$ cat src/rtl/pc_sequencer_pkg.sv
// Shared encodings for the pc_sequencer block: FSM states and next-PC select codes.
package pc_sequencer_pkg;

    typedef enum logic [1:0] {
        S_RESET = 2'd0,
        S_RUN   = 2'd1,
        S_HALT  = 2'd2
    } state_e;

    typedef enum logic [2:0] {
        SEL_TRAP = 3'd0,
        SEL_MRET = 3'd1,
        SEL_TGT  = 3'd2,
        SEL_HOLD = 3'd3,
        SEL_SEQ  = 3'd4
    } sel_e;

endpackage

$ cat src/rtl/pc_next_sel.sv
// Combinational next-PC priority encoder: trap > mret > jump/taken branch > hold > sequential.
// With PC_MISALIGN_TRAP_EN defined, a target with bit1 set is turned into a trap.
module pc_next_sel
    import pc_sequencer_pkg::*;
#(
    parameter int OPD_WIDTH = 32,
    parameter int PC_WIDTH  = 12
) (
    input  logic                 i_stall,
    input  logic                 i_branch,
    input  logic                 i_jump,
    input  logic [OPD_WIDTH-1:0] i_comp_result,
    input  logic [OPD_WIDTH-1:0] i_alu_result,
    input  logic                 i_trap,
    input  logic                 i_mret,
    input  logic                 i_halt_req,
    output sel_e                 o_sel,
    output logic [PC_WIDTH-1:0]  o_target,
    output logic                 o_redirect,
    output logic                 o_misalign
);

    logic w_taken;
    logic w_unused;

    assign w_taken  = i_jump | (i_branch & (i_comp_result == OPD_WIDTH'(1)));
    assign o_target = {i_alu_result[PC_WIDTH-1:1], 1'b0};
    // Target bit0 and address bits above the PC are deliberately dropped.
    assign w_unused = ^{i_alu_result[OPD_WIDTH-1:PC_WIDTH], i_alu_result[0]};

    always_comb begin
        o_sel      = SEL_SEQ;
        o_redirect = 1'b1;
        o_misalign = 1'b0;
        if (i_trap) begin
            o_sel = SEL_TRAP;
        end else if (i_mret) begin
            o_sel = SEL_MRET;
        end else if (w_taken) begin
`ifdef PC_MISALIGN_TRAP_EN
            if (o_target[1]) begin
                o_sel      = SEL_TRAP;
                o_misalign = 1'b1;
            end else begin
                o_sel = SEL_TGT;
            end
`else
            o_sel = SEL_TGT;
`endif
        end else begin
            o_redirect = 1'b0;
            // A pending halt freezes the PC exactly like a stall.
            if (i_stall || i_halt_req) begin
                o_sel = SEL_HOLD;
            end else begin
                o_sel = SEL_SEQ;
            end
        end
    end

endmodule

$ cat src/rtl/pc_sequencer.sv
// Fetch PC register with trap/return (saved EPC) and a halt/resume FSM.
// Optional macro PC_MISALIGN_TRAP_EN adds the misalign output and misaligned-target trapping.
module pc_sequencer
    import pc_sequencer_pkg::*;
#(
    parameter int                   OPD_WIDTH    = 32,
    parameter int                   PC_WIDTH     = 12,
    parameter logic [PC_WIDTH-1:0]  RESET_VECTOR = '0,
    parameter int                   PC_INC       = 4
) (
    input  logic                 clk,
    input  logic                 rst,
    input  logic                 stall,
    input  logic                 branch,
    input  logic                 jump,
    input  logic [OPD_WIDTH-1:0] comp_result,
    input  logic [OPD_WIDTH-1:0] alu_result,
    input  logic                 trap,
    input  logic [PC_WIDTH-1:0]  trap_vector,
    input  logic                 mret,
    input  logic                 halt_req,
    input  logic                 resume,
    output logic [PC_WIDTH-1:0]  pc,
    output logic [OPD_WIDTH-1:0] pc_plus4,
    output logic                 pc_valid,
    output logic [PC_WIDTH-1:0]  epc,
    output logic                 halted
`ifdef PC_MISALIGN_TRAP_EN
    ,
    output logic                 misalign
`endif
);

    localparam logic [PC_WIDTH-1:0] PC_INC_W = PC_WIDTH'(PC_INC);
    localparam logic [PC_WIDTH-1:0] RESET_PLUS = RESET_VECTOR + PC_INC_W;

    state_e                r_state;
    state_e                w_state_next;
    logic [PC_WIDTH-1:0]   r_pc;
    logic [PC_WIDTH-1:0]   w_pc_next;
    logic [PC_WIDTH-1:0]   w_pc_next_inc;
    logic [OPD_WIDTH-1:0]  r_pc_plus4;
    logic [PC_WIDTH-1:0]   r_epc;
    logic [PC_WIDTH-1:0]   w_epc_next;
    logic                  r_misalign;
    logic                  w_misalign_next;

    sel_e                  w_sel;
    logic [PC_WIDTH-1:0]   w_target;
    logic                  w_redirect;
    logic                  w_misalign_hit;

    pc_next_sel #(
        .OPD_WIDTH (OPD_WIDTH),
        .PC_WIDTH  (PC_WIDTH)
    ) u_next_sel (
        .i_stall       (stall),
        .i_branch      (branch),
        .i_jump        (jump),
        .i_comp_result (comp_result),
        .i_alu_result  (alu_result),
        .i_trap        (trap),
        .i_mret        (mret),
        .i_halt_req    (halt_req),
        .o_sel         (w_sel),
        .o_target      (w_target),
        .o_redirect    (w_redirect),
        .o_misalign    (w_misalign_hit)
    );

    always_comb begin
        w_state_next    = r_state;
        w_pc_next       = r_pc;
        w_epc_next      = r_epc;
        w_misalign_next = 1'b0;
        case (r_state)
            S_RESET: w_state_next = S_RUN;
            S_RUN: begin
                case (w_sel)
                    SEL_TRAP: begin
                        w_pc_next  = trap_vector;
                        w_epc_next = r_pc;
                    end
                    SEL_MRET: w_pc_next = r_epc;
                    SEL_TGT:  w_pc_next = w_target;
                    SEL_HOLD: w_pc_next = r_pc;
                    default:  w_pc_next = r_pc + PC_INC_W;
                endcase
                w_misalign_next = w_misalign_hit;
                // A redirect wins the cycle; halt is taken later if still requested.
                if (halt_req && !w_redirect) begin
                    w_state_next = S_HALT;
                end
            end
            S_HALT: begin
                if (resume) begin
                    w_state_next = S_RUN;
                end
            end
            default: w_state_next = S_RESET;
        endcase
    end

    assign w_pc_next_inc = w_pc_next + PC_INC_W;

    always_ff @(posedge clk) begin
        if (rst) begin
            r_state    <= S_RESET;
            r_pc       <= RESET_VECTOR;
            r_pc_plus4 <= {{(OPD_WIDTH-PC_WIDTH){1'b0}}, RESET_PLUS};
            r_epc      <= '0;
            r_misalign <= 1'b0;
        end else begin
            r_state    <= w_state_next;
            r_pc       <= w_pc_next;
            r_pc_plus4 <= {{(OPD_WIDTH-PC_WIDTH){1'b0}}, w_pc_next_inc};
            r_epc      <= w_epc_next;
            r_misalign <= w_misalign_next;
        end
    end

    assign pc       = r_pc;
    assign pc_plus4 = r_pc_plus4;
    assign epc      = r_epc;
    assign pc_valid = (r_state == S_RUN);
    assign halted   = (r_state == S_HALT);

`ifdef PC_MISALIGN_TRAP_EN
    assign misalign = r_misalign;
`else
    logic w_unused_misalign;
    assign w_unused_misalign = r_misalign;
`endif

endmodule
$ cat config.mk
export PLATFORM = sky130hd
export DESIGN_NAME = pc_sequencer
export DESIGN_NICKNAME = d
export VERILOG_FILES = /design/src/rtl/pc_sequencer_pkg.sv /design/src/rtl/pc_next_sel.sv /design/src/rtl/pc_sequencer.sv
export SDC_FILE = /design/constraint.sdc
export NUM_CORES = 1
export LEC_CHECK = 0
export BUFFER_PORTS_ARGS = -buffer_cell sky130_fd_sc_hd__buf_2
export CAP_MARGIN = 10
export CORE_MARGIN = 4
export CORE_UTILIZATION = 41
export DETAILED_ROUTE_END_ITERATION = 16
export PLACE_DENSITY = 0.77
export SYNTH_ARGS = -nofsm -noshare
export SYNTH_HDL_FRONTEND = slang
export SYNTH_SLANG_ARGS = --single-unit
export TNS_END_PERCENT = 10
$ cat constraint.sdc
create_clock -name clk -period 2.42 [get_ports clk]
set_input_delay 0.242 -clock clk [delete_from_list [all_inputs] [get_ports clk]]
set_output_delay 0.242 -clock clk [all_outputs]
set_load 0.1 [all_outputs]
==> results of run 1 <==
## layout by cell type, fill, tap and decap left out, types with 9 or more instances in the layout
cell and instances:
a21oi_1 17, buf_2 101, buf_4 42, conb_1 20, dfxtp_1 30, inv_1 9
nand2_1 39, nand3_1 15, nor2_1 35, nor2b_1 9, o21ai_0 12
## where the power goes
part	switching, mW	leakage [nW]	internal (mW)
logic	0.607	1.33	0.200
clock network	0.236	0.0445	0.232
registers	0.0324	0.298	0.627
total	0.875	1.67	1.06
## cell usage after synthesis (5+ instances only)
library cell,n
buf_4,22
inv_1,9
mux2i_1,7
buf_2,6
a21oi_1,17
a31oi_1,7
nor4_1,5
nand2_1,39
and3_1,7
a31oi_4,5
clkbuf_1,9
o21ai_0,12
nand3_1,15
nor2b_1,9
nor3_1,7
dfxtp_1,36
nor2_1,36
## cells by family (layout without fill, tap and decap cells)
group	count (synthesis)	count (layout)
AOI/OAI and AO/OA	70	70
xor gates and xnor gates	4	4
adders and majority gates	2	2
buffers and inverters	47	160
DFF	36	36
muxes	10	10
other	1	20
and+or+nand+nor	155	155
## metal layers
layer | vias to the layer above | GRT usage, % | routed length [um] | part of all wire, %
met3 | 16 | 4.28 | 603 | 7.1
met4 | 0 | 4.81 | 157 | 1.8
li1 | 1398 | - | - | -
met2 | 117 | 35.8 | 4220 | 50
met5 | - | 0 | 0 | 0
met1 | 1331 | 28.0 | 3530 | 41
## stage by stage
step / cell area (um^2) / TNS [ns] / utilization (%) / std cells
floorplan: 2730 / -0.437 / - / 344
global placement: 3400 / -1.03 / 53.9 / 525
detailed placement: 3400 / -1.22 / 53.9 / 525
CTS: 3490 / 0 / 55.4 / 533
global route: 3600 / -0.122 / 57.0 / 534
finish: 3600 / 0 / 57.0 / 534
## flip-flops by register name, indices dropped and copies added (netlist names)
signal    count
r_state       2
pc           12
pc_plus4     10
epc          12
## final cells by class
| type | instances | area, um^2 | share of cell area (%) |
|---|---|---|---|
| Inverter | 9 | 33.8 | 0.939 |
| Sequential cell | 36 | 733 | 20.4 |
| Timing Repair Buffer | 143 | 821 | 22.8 |
| Tap cell | 77 | 96.3 | 2.68 |
| Clock buffer | 7 | 86.3 | 2.40 |
| Multi-Input combinational cell | 261 | 1820 | 50.6 |
| Clock inverter | 1 | 7.51 | 0.209 |
## worst max-delay path, cell delays in order
cell	delay, ns
buf_2	0.11
nor4_4	0.37
nand4_4	0.16
buf_4	0.21
o311ai_2	0.32
o221ai_2	0.21
nor2_4	0.18
nand3b_4	0.13
nor4_4	0.29
mux2_4	0.32
## final timing paths
check	slack, ns	cells after the start	to	start
setup / recovery	0.05	10	pc_plus4[11]	comp_result[14]
hold / removal	0.25	3	r_state[1]	halt_req
setup reg to reg	0.14	9	pc_plus4[9]	pc[4]
hold reg to reg	0.48	2	epc[10]	epc[10]
## repair_timing
item / CTS / global route
resized for setup: 0 / 18
setup buffers: 0 / 1
endpoints found under the setup margin: 0 / 5
==> summary.md, run 1 <==
| Metric | Value |
|---|---|
| Antenna cells | `0` |
| Leakage | `roughly 1.7 nW` |
| CTS sink count | `36` |
| Worst rel slew slack | `a little under 60%` |
| Largest net degree at the start of global routing | `36` |
| Largest family of logic cells by synthesized area | `simple AND/OR/NAND/NOR gates` |
| First-pass GRT wire length | `roughly 13000 um` |
| Seq/Total Area, Yosys | `27.2%` |
| CTS tree | `built` |
| Number of setup violations in the final report | `0` |
| Syn-to-layout area delta | `35.9%` |
| VDD IR max | `roughly 0.0004 V` |
| Tot GR Track Use | `a little over a fifth` |
| Area contributors post-synth | `dfxtp_1 (27%), buf_4 (6.2%), nand2_1 (5.5%), nor2_1 (5.1%), a31oi_4 (4.0%)` |
| Clk_skew | `0.0119 ns` |
| Number of synthesis warnings | `0` |
| Layout cells sized above 1 | `43.3%` |
| DRC Markers | `0` |
| Fmax | `about 0.42 GHz` |
| Vias | `between 2000 and 3000` |
| Period utilization | `between 90 and 100%` |
| Port Buffers | `a little over 100` |
| Post-route antenna net violation count | `0` |
| Fillers | `607` |
| Mapped Area | `approximately 2600 um^2` |
| Fin. Hold Viols | `0` |
| PwrDens | `roughly 540 nW/um^2` |
| Final setup margin | `0.0462 ns` |
| Core area | `about 6300 um^2` |
| Remaining global-route overflow | `0` |
| Drt total wl | `between 8000 and 9000 um` |
| CTS clk-pin slew, worst paths | `0.09 ns` |
| Critical path type | `in2reg` |
| Root buffer cell | `clkbuf_8` |
| Hold slack | `between 0.2 and 0.3 ns` |
| Area leader, netlist | `dfxtp_1` |
| Die Wd | `~90 um` |
| Clock tree buffer depth | `2` |
| Initial antenna violation count | `0` |
| Starting Density | `about two fifths` |
| Yosys cell types | `61` |
| Simple logic cell fraction of the synthesized area | `between 30% and 40%` |
| Outcome | `complete, no violations` |
| Crit Path Max Fanout | `5` |
| H-tree levels | `2` |
| Final Max Slew Viols | `0` |
| Main flop type after synthesis | `dfxtp_1` |
| Die Area | `around 7800 um^2` |
| Mux share of post-synthesis cell area | `under 10%` |
| Post-synth top area share | `between 20 and 30%` |
| Tmin final | `2.37 ns` |
| Nets | `roughly 540` |
| Power Total | `approximately 1.9 mW` |
| Io pins | `roughly 140` |
| Place WS | `-0.236 ns` |
| Required time worst endpoint | `2.60 ns` |
| CP startpoint kind | `primary input` |
| XOR/XNOR Fraction of Synth Area | `around 1.3%` |
| Number of synthesized flops with an enable pin | `0` |
| Hold WC Path Type | `in2reg` |
| CP arrival | `2.55 ns` |
| DR vias/cell | `between 5 and 6` |
| Row count | `29` |
| Final HPWL DP | `around 6600 um` |
| Worst slew pin tran | `~0.63 ns` |
| Max-Cap Viols | `0` |
| Initial DRC count | `220` |
| Post-synth ARST share | `0%` |
| Pre-antenna DRT Iters | `5` |
| Number of global-route vias before repair | `2756` |
| GP Congestion | `roughly 0.94` |
| Adder-cell share of the synthesized area | `less than 1%` |
| Synth Area in Compound Gates | `between 20% and 30%` |
| Die Y-Extent | `slightly below 90 um` |
| Synth Instances | `325` |
| Worst-Skew Late Latency | `around 0.29 ns` |
| Post-CTS Hold Fix Bufs | `0` |
| WL/cell | `roughly 16 um` |
| Average size of a mapped cell | `8.14 um^2` |
| Yosys reg bits | `36` |
| Total CTS buffers | `5` |
| Crit end category | `register` |
Power figures use the tool's default switching activity.
==> inputs of run 2 (changes only) <==
--- a/config.mk
+++ b/config.mk
@@ -5,7 +5,7 @@
 export SDC_FILE = /design/constraint.sdc
 export NUM_CORES = 1
 export LEC_CHECK = 0
-export BUFFER_PORTS_ARGS = -buffer_cell sky130_fd_sc_hd__buf_2
+export BUFFER_PORTS_ARGS = -buffer_cell sky130_fd_sc_hd__buf_4
 export CAP_MARGIN = 10
 export CORE_MARGIN = 4
 export CORE_UTILIZATION = 41
==> run 2 against run 1 <==
Routed wire length is 1.3% lower; critical path type is now reg2reg; cell count is 0.37% lower; register-to-register slack worse by 0.02 ns; power is 2.1% higher; count of clock-buffer cells in the layout stayed put; sequential power hardly changed; clock skew is 0.0015 ns lower; non-clock buffer count is 2 lower; hold slack worse by 0.018 ns; critical path depth is 2 lower; maximum frequency is 3.4% higher.
==> summary.md, run 2 (synthesized netlist as in run 1, its figures left out) <==
| Metric | Value |
|---|---|
| Outcome | `complete, no violations` |
| Initial DRC count | `300 (+36%)` |
| Starting Density | `41.9% (unchanged)` |
| Drt total wl | `8400 um (-1.3%)` |
| Final Max Slew Viols | `0 (unchanged)` |
| Largest net degree at the start of global routing | `36 (unchanged)` |
| Leakage | `1.70 nW (+1.8%)` |
| PwrDens | `520 nW/um^2 (-3.4%)` |
| GRT busiest layer | `met2` |
| RR Startpoint | `r_state[1]` |
| R2R depth | `8 (-1)` |
| Fmax | `0.435 GHz (+3.4%)` |
| Crit end category | `register` |
| Clk_skew | `0.0103 ns (-0.00154 ns)` |
| Post CTS Setup Buffer Count | `0 (unchanged)` |
| DRC Markers | `0 (unchanged)` |
| Die Wd | `88.3 um (unchanged)` |
| Tot GR Track Use | `21.4% (+0.17 points)` |
| Reg-to-reg endpoint | `pc_plus4[11]` |
| Syn-to-layout area delta | `43.6%` |
| Number of global-route vias before repair | `2858 (+3.7%)` |
| Fillers | `581 (-4.3%)` |
| Commonest non-fill, non-tap cell in the layout | `buf_4` |
| Tmin final | `2.30 ns (-0.0770 ns)` |
| Hold WC Path Type | `in2reg` |
| CTS tree | `built` |
| M3 GR Usage | `5.03% (+0.74 points)` |
| TNS Setup | `0 ns (unchanged)` |
| CP startpoint kind | `register` |
| Nets | `541 (-0.37%)` |
| Number of setup violations in the final report | `0 (unchanged)` |
| Crit Path Max Fanout | `2 (-3)` |
| Max-Cap Viols | `0 (unchanged)` |
| Remaining global-route overflow | `0 (unchanged)` |
| Power Total | `1.97 mW (+2.1%)` |
| Die Area | `7800 um^2 (unchanged)` |
| Initial antenna violation count | `0 (unchanged)` |
| Period utilization | `94.9% (-3.2 points)` |
| Worst-Skew Late Latency | `0.30 ns (about the same)` |
| GP Congestion | `0.972 (+3.2%)` |
| Met1 Usage GRT | `26.5% (-1.5 points)` |
| Core area | `6310 um^2 (unchanged)` |
| Post-route antenna net violation count | `0 (unchanged)` |
| Met2 usage | `36.1% (+0.34 points)` |
| Layout cells sized above 1 | `42.9% (-0.47 points)` |
| H-tree levels | `2 (unchanged)` |
| Most frequent cells in the layout | `buf_4 (139), nand2_1 (39), nor2_1 (36)` |
| Critical path type | `reg2reg` |
| Clock tree buffer depth | `2 (unchanged)` |
| Port Buffers | `101 (unchanged)` |
| CTS sink count | `36 (unchanged)` |
| Row count | `29 (unchanged)` |
| Pre-antenna DRT Iters | `5 (unchanged)` |
| Final HPWL DP | `6630 um (+1.1%)` |
| Util after Layout | `60.2% (+3.2 points)` |
| Worst rel slew slack | `60.8% (+3.0 points)` |
| First-pass GRT wire length | `13300 um (+0.89%)` |
| Vias | `2943 (+2.8%)` |
| DR vias/cell | `5.53 (+3.2%)` |
| Required time worst endpoint | `2.60 ns (about the same)` |
| Die Y-Extent | `88.3 um (unchanged)` |
| CTS clk-pin slew, worst paths | `0.07 ns (-0.02 ns)` |
| Worst Setup EP | `pc_plus4[11]` |
| Finished Layout Cells | `532 (-0.37%)` |
| Inst Count DP | `524 (-0.19%)` |
| Antenna cells | `0 (unchanged)` |
| Reg-to-reg slack, setup | `0.12 ns (-0.02 ns)` |
| CP arrival | `2.48 ns (-0.07 ns)` |
| VDD IR max | `0.000404 V (-1.1%)` |
| WL/cell | `15.8 um (-0.93%)` |
| Total CTS buffers | `5 (unchanged)` |
| Fin. Hold Viols | `0 (unchanged)` |
| Root buffer cell | `clkbuf_8` |
| Worst slew pin tran | `0.587 ns (-0.0467 ns)` |
| Setup crit start | `r_state[1]` |
| Io pins | `143 (unchanged)` |
[run 2: cell count changes in the layout (fill, tap and decap cells not counted), moves of 2 or more]
cell and change:
buf_2 -101, buf_4 +97, nor4_4 -2, o311ai_1 +2
o311ai_2 -2
[run 2: cell type report]
type / instances / area, um^2 / share of cell area (%)
clock buffer: 7 / 86.3 / 2.27
timing repair buffer: 141 / 1070 / 28.3
sequential: 36 / 731 / 19.2
tap: 77 / 96.3 / 2.54
inverter: 9 / 37.5 / 0.988
clock inverter: 1 / 7.51 / 0.198
multi-input combinational: 261 / 1770 / 46.5
[run 2: worst max-delay path, cell delays in order (launching register included)]
cell and delay [ns]:
dfxtp_1 0.32, nand2b_2 0.22, or4_1 0.51, nand4_1 0.09, nor2_1 0.06, a31oi_2 0.21, nand4_2 0.15, nor4_2 0.27
mux2_2 0.36
[run 2: how the worst min path moves through the flow]
stage	from	endpoint	slack, ns	depth (start not counted)
after global routing	halt_req	r_state[1]	0.27	3
after detailed placement	epc[10]	epc[10]	0.47	2
final	halt_req	r_state[1]	0.24	3
after floorplan	halt_req	r_state[1]	0.40	2
after CTS	halt_req	r_state[1]	0.24	3
after global placement	epc[10]	epc[10]	0.46	2
[run 2: power breakdown]
| part | internal, mW | switching [mW] |
|---|---|---|
| combinational | 0.248 | 0.603 |
| sequential | 0.627 | 0.0347 |
| clock | 0.232 | 0.231 |
[run 2: repair_timing]
item	4_1_cts	5_1_grt
hold buffers	0	0
gates resized for setup	0	13
setup endpoints to repair	0	6
[run 2: per-layer routing]
layer | wire, um | vias to the layer above | share of wire [%]
met2 | 4160 | 145 | 49
met5 | 0 | - | 0
met4 | 206 | 0 | 2.5
li1 | - | 1392 | -
met1 | 3320 | 1385 | 39
met3 | 718 | 21 | 8.5
[run 2: metrics by stage]
step / area [um^2] / setup slack (ns) / hold WS (ns)
after floorplan: 2730 / -0.234 / 0.398
after global placement: 3660 / -0.256 / 0.462
after detailed placement: 3660 / -0.265 / 0.465
after CTS: 3750 / 0.00659 / 0.239
after global routing: 3800 / -0.0477 / 0.271
final: 3800 / 0.123 / 0.237
